--- src/rtl/vend_sequencer.sv ---
// vend_sequencer: queues coin events, feeds them to the coffee credit FSM, and runs the brew and change handshakes
// Ports:
//   clk, rst_n                  clock, async active-low reset
//   coin_valid/coin_code/coin_ready   coin acceptor handshake (01=50, 10=100, 11=200, 00 dropped)
//   fsm_r50/fsm_r100/fsm_r200   one-cycle coin pulses to the credit FSM
//   fsm_cafe/fsm_t50/fsm_t100/fsm_state   credit FSM result and current state code
//   brew_req/brew_done          dispenser request level / completion pulse
//   chg_valid/chg_code/chg_ready   change ejector handshake, one coin per transfer
//   busy, fault, vend_count     status: activity, sticky brew timeout, completed brews
module vend_sequencer #(
    parameter int FIFO_DEPTH   = 4,
    parameter int BREW_TIMEOUT = 1000,
    parameter int CNT_W        = 16
) (
    input  logic             clk,
    input  logic             rst_n,
    input  logic             coin_valid,
    input  logic [1:0]       coin_code,
    output logic             coin_ready,
    output logic             fsm_r50,
    output logic             fsm_r100,
    output logic             fsm_r200,
    input  logic             fsm_cafe,
    input  logic             fsm_t50,
    input  logic             fsm_t100,
    input  logic [3:0]       fsm_state,
    output logic             brew_req,
    input  logic             brew_done,
    output logic             chg_valid,
    output logic [1:0]       chg_code,
    input  logic             chg_ready,
    output logic             busy,
    output logic             fault,
    output logic [CNT_W-1:0] vend_count
);
    localparam int AW = $clog2(FIFO_DEPTH);
    localparam int TW = $clog2(BREW_TIMEOUT + 1);

    typedef enum logic [2:0] {IDLE, FEED, SETTLE, BREW, EJECT} state_t;

    state_t        state;
    logic [1:0]    mem [FIFO_DEPTH];
    logic [AW-1:0] wp, rp;
    logic [AW:0]   cnt;
    logic [TW-1:0] timer;
    logic          chg100_p, chg50_p;
    logic          full, push, pop;

    // Space is judged on registered occupancy only, so a pop in the same cycle never frees a slot early.
    assign full       = cnt == (AW+1)'(FIFO_DEPTH);
    assign coin_ready = !full && !fault;
    assign push       = coin_valid && coin_ready && coin_code != 2'b00;
    // A credit FSM above S200 is still finishing a vend, so hold the next coin back.
    assign pop        = state == IDLE && cnt != '0 && fsm_state <= 4'd4;
    assign busy       = state != IDLE || cnt != '0;

    always_ff @(posedge clk)
        if (push) mem[wp] <= coin_code;

    always_ff @(posedge clk or negedge rst_n) begin
        if (!rst_n) begin
            state      <= IDLE;
            wp         <= '0;
            rp         <= '0;
            cnt        <= '0;
            timer      <= '0;
            chg100_p   <= 1'b0;
            chg50_p    <= 1'b0;
            fsm_r50    <= 1'b0;
            fsm_r100   <= 1'b0;
            fsm_r200   <= 1'b0;
            brew_req   <= 1'b0;
            chg_valid  <= 1'b0;
            chg_code   <= 2'b00;
            fault      <= 1'b0;
            vend_count <= '0;
        end else begin
            if (push) wp <= wp + 1'b1;
            if (pop) rp <= rp + 1'b1;
            cnt      <= cnt + {{AW{1'b0}}, push} - {{AW{1'b0}}, pop};
            fsm_r50  <= 1'b0;
            fsm_r100 <= 1'b0;
            fsm_r200 <= 1'b0;
            case (state)
                IDLE: if (pop) begin
                    fsm_r50  <= mem[rp] == 2'b01;
                    fsm_r100 <= mem[rp] == 2'b10;
                    fsm_r200 <= mem[rp] == 2'b11;
                    state    <= FEED;
                end
                FEED: state <= SETTLE;
                SETTLE: begin
                    chg100_p <= fsm_t100;
                    chg50_p  <= fsm_t50;
                    timer    <= '0;
                    brew_req <= fsm_cafe;
                    state    <= fsm_cafe ? BREW : IDLE;
                end
                BREW: if (brew_done || timer == TW'(BREW_TIMEOUT - 1)) begin
                    // Completion wins over a timeout landing in the same cycle.
                    if (brew_done) vend_count <= vend_count + 1'b1;
                    else fault <= 1'b1;
                    brew_req  <= 1'b0;
                    chg_valid <= chg100_p || chg50_p;
                    chg_code  <= chg100_p ? 2'b10 : chg50_p ? 2'b01 : 2'b00;
                    state     <= EJECT;
                end else begin
                    timer <= timer + 1'b1;
                end
                EJECT: if (!chg_valid) begin
                    state <= IDLE;
                end else if (chg_ready) begin
                    if (chg_code == 2'b10) chg100_p <= 1'b0;
                    else chg50_p <= 1'b0;
                    if (chg_code == 2'b10 && chg50_p) begin
                        chg_code <= 2'b01;
                    end else begin
                        chg_valid <= 1'b0;
                        chg_code  <= 2'b00;
                        state     <= IDLE;
                    end
                end
                default: state <= IDLE;
            endcase
        end
    end
endmodule
--- config.mk ---
export PLATFORM = sky130hd
export DESIGN_NAME = vend_sequencer
export DESIGN_NICKNAME = d
export VERILOG_FILES = /design/src/rtl/vend_sequencer.sv
export SDC_FILE = /design/constraint.sdc
export NUM_CORES = 1
export LEC_CHECK = 0
export CAP_MARGIN = 20
export CORE_UTILIZATION = 24
export CTS_CLUSTER_DIAMETER = 200
export DETAILED_ROUTE_END_ITERATION = 8
export PLACE_DENSITY_LB_ADDON = 0.25
export SLEW_MARGIN = 15
export SYNTH_ARGS = -nofsm -noshare
export SYNTH_HDL_FRONTEND = slang
export SYNTH_SLANG_ARGS = --single-unit
export TNS_END_PERCENT = 20
--- constraint.sdc ---
create_clock -name clk -period 3 [get_ports clk]
set_clock_uncertainty 0.2 [all_clocks]
set_input_delay 0.75 -clock clk [delete_from_list [all_inputs] [get_ports clk]]
set_output_delay 0.75 -clock clk [all_outputs]
set_load 0.02 [all_outputs]
==> metrics.log, run 1 <==
[metrics] RePlAce Congestion: 0.775
[metrics] crit-path max cell delay: 560 ps
[metrics] type of destination of the critical path: primary output
[metrics] Pre-antenna DRT Iters: 4
[metrics] post-cts hold buffer count: 0
[metrics] worst path arrival time: 1810 ps
[metrics] Worst VDD drop: 0.243 mV
[metrics] Worst setup SP type: register
[metrics] area of the mapped netlist: 2640 um^2
[metrics] clock tree from TritonCTS: built
[metrics] average wire per standard cell: 13.0 um
[metrics] Final setup violation count: 0
[metrics] number of CTS-inserted buffers: 5
[metrics] placement row count: 37
[metrics] via count: 1,970
[metrics] count of distinct cell types in the synthesized netlist: 48
[metrics] global-route wire length before repair: 9690 um
[metrics] clock root buffer master: clkbuf_8
[metrics] ratio of routed vias to standard cells: 4.56
[metrics] proportion of register bits with asynchronous set or reset after synthesis: 0.852
[metrics] antenna violations before repair: 0
[metrics] die outline area: 11,400 um^2
[metrics] number of violations reported at the end of detailed-routing iteration 0: 83
[metrics] number of ports placed on the die boundary: 40
[metrics] pin count of the biggest net entering global routing: 21
[metrics] Rel. slew slack: 0.570
[metrics] # clock sinks: 54
[metrics] FMAX: 0.362 GHz
[metrics] worst hold path type: input port to asynchronous set/reset pin
[metrics] worst-case reg-to-reg path depth: 9
[metrics] pre-CTS setup slack: -50.0 ps
[metrics] global-route usage over all layers: 0.109
[metrics] Die Y: 107 um
[metrics] gr ovfl total: 0
[metrics] via count of the first global-routing pass: 1,990
[metrics] critical path start-end classification: register to primary output
[metrics] Crit path required time: 2050 ps
[metrics] Period Utilization, post-route: 0.920
[metrics] final hold violations: 0
[metrics] chip width: 107 um
[metrics] remaining antenna violation count after routing: 0
[metrics] master of the slowest instance on the critical path: clkdlybuf4s50_1
[metrics] PwrDens: 752 nW/um^2
[metrics] post_cts resized: 0
[metrics] initial core utilization: 0.251
[metrics] measured slew at the worst slew-check pin: 645 ps
[metrics] H-tree depth: 2
[metrics] number of buffers added for setup after CTS: 0
[metrics] number of maximum-capacitance constraint violations: 0
[metrics] layout net count: 318
[metrics] list of cells traversed by the critical path: nor3_1 -> nand2_1 -> clkdlybuf4s50_1
[metrics] Final Routed Wirelength: 5600 um
[metrics] number of inserted diodes: 0
[metrics] fraction of final layout cells with drive strength greater than 1: 0.101
[metrics] crit path setup slack, layout: 239 ps
[metrics] syn avg cell area: 10.8 um^2
[metrics] Core Region: 10,500 um^2
[metrics] post-CTS clock slew at the launch and capture registers of the worst setup and hold paths: 100 ps
[metrics] number of storage elements in the synthesis netlist: 54
[metrics] proportion of synthesized chip area in sequential cells: 0.527
[metrics] Final Critical Period: 2760 ps
[metrics] setup slack on the worst flop-to-flop path: 440 ps
[metrics] post-synthesis instance total: 244
[metrics] remaining routing DRC violations: 0
[metrics] half-perimeter wire length after detailed placement: 4180 um
[metrics] worst-case clock buffer depth: 2
[metrics] Synth Flop Type: dfrtp_1
[metrics] static power due to leakage: 1.42 nW
[metrics] RSZ-0062 raised after global routing: false
[metrics] count of warnings emitted by yosys: 0
[metrics] synthesis-to-finish area growth: 27.4%
[metrics] Port Buf Inserts: 39
[metrics] maximum fanout along the worst path: 8
[metrics] Syn Nets: 267
[metrics] final max-slew violation count: 0
[metrics] Clock Latency Late Sink: 310 ps
[metrics] result of the run: finished, final reports clean
[metrics] number of enable flip-flop cells after synthesis: 8
[metrics] final cell utilization of the core: 0.320
==> registers in the layout (all words and copies together) (netlist names) <==
signal and flops:
brew_req 1, chg100_p 1, chg50_p 1, chg_code 2, chg_valid 1, cnt 3, fault 1, fsm_r100 1
fsm_r200 1, fsm_r50 1, mem 8, rp 2, state 3, timer 10, vend_count 16, wp 2
==> cell usage after synthesis (all sizes together) (2+ instances only) <==
library cell  number  share of area
dfrtp             46           0.44
nand2             30          0.043
nor2              17          0.027
o21ai             13          0.025
xnor2             13          0.043
inv               12          0.017
nand3             11          0.021
edfxtp             8          0.091
ha                 8          0.038
mux2i              7          0.027
nor4               7          0.017
xor2               7          0.023
a21oi              6          0.011
clkbuf             6         0.0095
and2               5          0.012
nand4              4         0.0095
and4               3         0.0099
nand4b             3         0.0099
nor3               3         0.0057
a211o              2         0.0066
a22o               2         0.0066
a41o               2         0.0076
buf                2         0.0062
mux2               2         0.0085
mux4               2          0.017
nand2b             2         0.0047
nor2b              2         0.0047
o211ai             2         0.0057
==> worst max-delay path: cells and delay by family, from the launching register on <==
kind / cells / cell delay [ps]
DFF: 1 / 480
and+or+nand+nor: 2 / 470
buffers and inverters: 1 / 560
==> worst paths after layout <==
check                               start              to
max                              state[1]            busy
min                                 rst_n     chg_code[1]
max reg2reg                      state[1]          cnt[2]
min reg2reg                vend_count[15]  vend_count[15]
max in group asynchronous           rst_n   vend_count[7]
min in group clk           vend_count[15]  vend_count[15]
==> cell type report <==
cell class	count	area, um^2
sequential	54	1390
multi-input combinational	170	1160
timing repair buffer	52	483
clock buffer	5	68.8
fill	1060	7140
inverter	12	45.0
clock inverter	3	43.8
tap	136	170
==> cells in the final DEF (no fill, tap or decap), types with 2 or more instances in the layout <==
master / instances
dfrtp_1: 46
clkdlybuf4s50_1: 38
nand2_1: 30
nor2_1: 16
o21ai_0: 13
xnor2_1: 13
buf_4: 13
inv_1: 12
nand3_1: 11
ha_1: 8
edfxtp_1: 8
xor2_1: 7
nor4_1: 7
mux2i_1: 7
a21oi_1: 6
and2_1: 5
clkbuf_8: 5
nand4_1: 4
nor3_1: 3
nand4b_1: 3
and4_1: 3
mux4_2: 2
nand2b_1: 2
nor2b_1: 2
o211ai_1: 2
a22o_1: 2
a41o_1: 2
a211o_1: 2
mux2_2: 2
==> per-stage QoR <==
stage               cells  hold WS (ps)  area, um^2  power (mW)  setup TNS (ps)
CTS                   432           136        3370        2.57               0
finish                432           131        3370        2.53               0
global placement      424           259        3250        2.03           -23.0
floorplan             244           254        2640        1.70               0
detailed placement    424           269        3250        2.06           -50.0
global route          432           143        3370        2.73               0
==> metal layers <==
| layer | GRT usage | part of all wire | routed length, um | up-vias |
|---|---|---|---|---|
| met5 | 0 | 0 | 0 | - |
| met4 | 0.0274 | 0.0075 | 42 | 0 |
| met3 | 0.0267 | 0.042 | 233 | 4 |
| met2 | 0.187 | 0.49 | 2730 | 40 |
| met1 | 0.136 | 0.46 | 2590 | 956 |
| li1 | - | - | - | 970 |
==> where the power goes <==
group / internal (mW) / switching, mW
Sequential: 0.938 / 0.202
Clock: 0.251 / 0.253
Combinational: 0.419 / 0.467
==> kinds of logic after synthesis <==
logic type | count (synthesis) | share of synthesized area
and+or+nand+nor | 94 | 0.186
xor gates and xnor gates | 20 | 0.0663
DFF | 54 | 0.527
muxes | 11 | 0.0521
buffers and inverters | 20 | 0.0327
AOI/OAI and AO/OA | 36 | 0.0910
adders and majority gates | 9 | 0.0455
(Power assumes the default switching activity.)
==> run 2: changes to the inputs <==
Settings changed: ABC_AREA set to 1.
Clock period 3 ns to 3.3 ns, I/O delays scaled along.
==> run 2 against run 1 <==
Effect of this change:
- the run now ends with DRC left
- sequential share of layout area down 3.1 points
- clock power is 23% higher
- global-route usage shrank 0.11 points
- non-clock buffer count down 10
- highest routed layer unchanged
- via count grew 18%
- utilization fell by 0.60 points
- sequential power decreased by 15%
- critical path type unchanged
- critical endpoint unchanged
- total power is 4.9% lower
- setup slack better by 110 ps
- count of clock-buffer cells in the layout unchanged
==> metrics.log, run 2 <==
[metrics] RePlAce Congestion: 0.777 (was 0.775)
[metrics] number of flip-flops in the largest register: 16 (unchanged)
[metrics] Reg area: 1390 um^2 (unchanged)
[metrics] commonest cells after routing, fill and taps aside: nand2_1 (105), dfrtp_1 (46), nor2_1 (41), inv_1 (39), clkdlybuf4s50_1 (38) (was dfrtp_1 (46), clkdlybuf4s50_1 (38), nand2_1 (30), nor2_1 (16))
[metrics] via count: 2,319 (was 1,970)
[metrics] gr ovfl total: 0 (unchanged)
[metrics] number of storage elements in the synthesis netlist: 54 (unchanged)
[metrics] share of power burned in combinational logic: 0.340 (was 0.350)
[metrics] placement row count: 39 (was 37)
[metrics] number of violations reported at the end of detailed-routing iteration 0: 70 (was 83)
[metrics] total placed cells including tap cells: 533 (was 424)
[metrics] pre-CTS setup slack: 160 ps (was -50.0 ps)
[metrics] number of CTS-inserted buffers: 5 (unchanged)
[metrics] Core Region: 11,600 um^2 (was 10,500 um^2)
[metrics] clock root buffer master: clkbuf_16 (was clkbuf_8)
[metrics] list of cells traversed by the critical path: nor2_1 -> nand2_1 -> or2_2 -> clkdlybuf4s50_1 (was nor3_1 -> nand2_1 -> clkdlybuf4s50_1)
[metrics] worst-case clock buffer depth: 2 (unchanged)
[metrics] area fraction in and, or, nand and nor cells after synthesis: 0.319 (was 0.186)
[metrics] number of buffers added for setup after CTS: 0 (unchanged)
[metrics] Yosys top cell area share: 0.399 (was 0.436)
[metrics] Net Sw Power: 887 uW (was 922 uW)
[metrics] average wire per standard cell: 11.3 um (was 13.0 um)
[metrics] worst hold path type: input port to asynchronous set/reset pin (unchanged)
[metrics] ratio of routed vias to standard cells: 4.29 (was 4.56)
[metrics] area of the mapped netlist: 2890 um^2 (was 2640 um^2)
[metrics] initial core utilization: 0.250 (was 0.251)
[metrics] filler cell count: 1,235 (was 1,060)
[metrics] result of the run: complete, but fails checks (was finished, final reports clean)
[metrics] power share of the clock group: 0.257 (was 0.199)
[metrics] most common cell in the synthesized netlist: nand2_1 (was dfrtp_1)
[metrics] fraction of final layout cells with drive strength greater than 1: 0.0729 (was 0.101)
[metrics] FMAX: 0.339 GHz
[metrics] final max-slew violation count: 0 (unchanged)
[metrics] Crit path required time: 2270 ps (was 2050 ps)
[metrics] worst-case reg-to-reg path depth: 11 (was 9)
[metrics] Clock Latency Late Sink: 290 ps (was 310 ps)
[metrics] remaining routing DRC violations: 1 (was 0)
[metrics] final hold violations: 0 (unchanged)
[metrics] Period Utilization, post-route: 0.895
[metrics] layout net count: 420 (was 318)
[metrics] pin count of the biggest net entering global routing: 28 (was 21)
[metrics] count of distinct cell types in the synthesized netlist: 35 (was 48)
[metrics] worst reg2reg startpoint: state[1] (unchanged)
[metrics] syn avg cell area: 8.27 um^2 (was 10.8 um^2)
[metrics] complex-gate fraction of the synthesized area: 0.0503 (was 0.0910)
[metrics] Die Y: 112 um (was 107 um)
[metrics] count of warnings emitted by yosys: 0 (unchanged)
[metrics] type of destination of the critical path: primary output (unchanged)
[metrics] switching share of power: 0.369 (was 0.364)
[metrics] post-synthesis instance total: 349 (was 244)
[metrics] cell type with the largest total area after synthesis: dfrtp_1 (unchanged)
[metrics] proportion of register bits with asynchronous set or reset after synthesis: 0.852 (unchanged)
[metrics] Rel. slew slack: 0.689 (was 0.570)
[metrics] global-route usage over all layers: 0.108 (was 0.109)
[metrics] maximum fanout along the worst path: 6 (was 8)
[metrics] adder and majority cell fraction of the synthesized area: 0.0416 (was 0.0455)
[metrics] Final Critical Period: 2950 ps
[metrics] master of the slowest instance on the critical path: clkdlybuf4s50_1 (unchanged)
[metrics] dominant combinational cell family by area after synthesis: simple AND/OR/NAND/NOR gates (unchanged)
[metrics] RSZ-0062 raised after global routing: false (unchanged)
[metrics] register ranked first by flip-flop count: vend_count (unchanged)
[metrics] largest cells by area after synthesis: dfrtp_1 (40%), nand2_1 (14%), edfxtp_1 (8.3%) (was dfrtp_1 (44%), edfxtp_1 (9.1%), xnor2_1 (4.3%))
[metrics] violated checks: DRC
[metrics] chip width: 112 um (was 107 um)
[metrics] remaining antenna violation count after routing: 0 (unchanged)
[metrics] half-perimeter wire length after detailed placement: 4720 um (was 4180 um)
[metrics] top cells by count, synth: nand2_1 (105), dfrtp_1 (46), nor2_1 (41), inv_1 (39), nand3_1 (23) (was dfrtp_1 (46), nand2_1 (30), nor2_1 (16), o21ai_0 (13), xnor2_1 (13))
[metrics] crit path setup slack, layout: 347 ps (was 239 ps)
[metrics] Synth Flop Type: dfrtp_1 (unchanged)
[metrics] Final Instance Count excl. Fillers: 541 (was 432)
[metrics] Port Buf Inserts: 39 (unchanged)
[metrics] via count of the first global-routing pass: 2,265 (was 1,990)
[metrics] number of ports placed on the die boundary: 40 (unchanged)
[metrics] end of the worst register-to-register path: cnt[2] (unchanged)
[metrics] Syn Nets: 372 (was 267)
[metrics] static power due to leakage: 1.69 nW (was 1.42 nW)
[metrics] post-route setup TNS: 0 ps (unchanged)
[metrics] worst path arrival time: 1930 ps (was 1810 ps)
[metrics] number of enable flip-flop cells after synthesis: 8 (unchanged)
[metrics] Pre-antenna DRT Iters: 6 (was 4)
[metrics] antenna violations before repair: 0 (unchanged)
[metrics] H-tree depth: 2 (unchanged)
[metrics] number of maximum-capacitance constraint violations: 0 (unchanged)
[metrics] post-cts hold buffer count: 0 (unchanged)
[metrics] mux share of post-synthesis cell area: 0 (was 0.0521)
[metrics] measured slew at the worst slew-check pin: 467 ps (was 645 ps)
[metrics] # clock sinks: 54 (unchanged)
[metrics] leading registers by flop count: vend_count (16), timer (10), mem (8) (unchanged)
[metrics] number of inserted diodes: 0 (unchanged)
[metrics] Final setup violation count: 0 (unchanged)
[metrics] die outline area: 12,500 um^2 (was 11,400 um^2)
[metrics] sequential share of power: 0.402 (was 0.451)
[metrics] most common cell after layout, fill and taps aside: nand2_1 (was dfrtp_1)
[metrics] Worst setup SP type: register (unchanged)
[metrics] area occupied by multi-input gates: 1320 um^2 (was 1160 um^2)
[metrics] post-CTS clock slew at the launch and capture registers of the worst setup and hold paths: 70 ps (was 100 ps)
[metrics] synthesis-to-finish area growth: 25.9% (was 27.4%)
[metrics] critical path start-end classification: register to primary output (unchanged)
[metrics] Worst VDD drop: 0.273 mV (was 0.243 mV)
[metrics] crit-path max cell delay: 540 ps (was 560 ps)
[metrics] proportion of synthesized chip area in sequential cells: 0.482 (was 0.527)
[metrics] Final Routed Wirelength: 6140 um (was 5600 um)
[metrics] setup slack on the worst flop-to-flop path: 830 ps (was 440 ps)
[metrics] post_cts resized: 0 (unchanged)
[metrics] Worst Hold Slack: 276 ps (was 131 ps)
[metrics] fraction of synthesized cell area in xor and xnor cells: 0.0455 (was 0.0663)
[metrics] P_int: 1.52 mW (was 1.61 mW)
[metrics] global-route wire length before repair: 10,900 um (was 9690 um)
[metrics] clock tree from TritonCTS: built (unchanged)
[metrics] PwrDens: 662 nW/um^2 (was 752 nW/um^2)
[run 2: cell count changes in the layout (fill, tap and decap cells not counted), moves of 7 or more]
cell     before  now
inv_1        12   39
buf_4        13    3
nand2_1      30  105
nor2_1       16   41
mux2i_1       7    0
nor4_1        7    0
nand3_1      11   23
[run 2: worst max-delay path by stage]
stage	start	to	slack [ps]	cells past startpoint
4_1_cts	state[1]	busy	330	4
2_1_floorplan	fault	cnt[2]	610	8
3_5_place_dp	fsm_state[2]	cnt[2]	160	10
3_3_place_gp	fsm_state[1]	cnt[2]	220	10
6_report	state[1]	busy	350	4
5_1_grt	state[1]	busy	230	4
[run 2: stage by stage]
stage	utilization	cell area, um^2	power, mW
finish	0.314	3630	2.41
global route	0.314	3630	2.60
CTS	0.314	3630	2.45
detailed placement	0.299	3460	1.81
global placement	0.299	3460	1.80
floorplan	-	2890	1.52
[run 2: worst max-delay path, delay by kind of cell (launching register included)]
family / cells / cell delay, ps
simple gates: 3 / 640
buf+inv: 1 / 540
flops: 1 / 460
[run 2: final cells by class]
class	count	share of cell area
multi-input cells	251	0.362
inverters	43	0.0458
well taps	143	0.0492
clock inverters	3	0.0131
clock buffers	5	0.0344
repair buffers	42	0.112
flip-flops and latches	54	0.383
[run 2: cell families (layout without fill, tap and decap cells)]
| group | Yosys count | in the layout |
|---|---|---|
| flip-flops | 54 | 54 |
| AO/OA/AOI/OAI | 27 | 27 |
| buffers and inverters | 44 | 93 |
| AND/OR/NAND/NOR | 200 | 200 |
| XOR/XNOR | 15 | 15 |
| adder cells (fa/ha/maj) | 9 | 9 |
[run 2: power groups by stage]
stage | clock, mW | combinational, mW | sequential, mW
after floorplan | 0 | 0.505 | 1.01
after global placement | 0 | 0.824 | 0.978
after detailed placement | 0 | 0.834 | 0.979
after CTS | 0.645 | 0.834 | 0.969
after global routing | 0.670 | 0.938 | 0.991
final | 0.619 | 0.819 | 0.967
[run 2: routing by layer]
layer	vias to the layer above	global-route usage	wire length, um
met1	1079	0.147	3040
met3	2	0.0212	182
met5	-	0	0
met4	0	0.0324	62
met2	33	0.171	2850
li1	1205	-	-
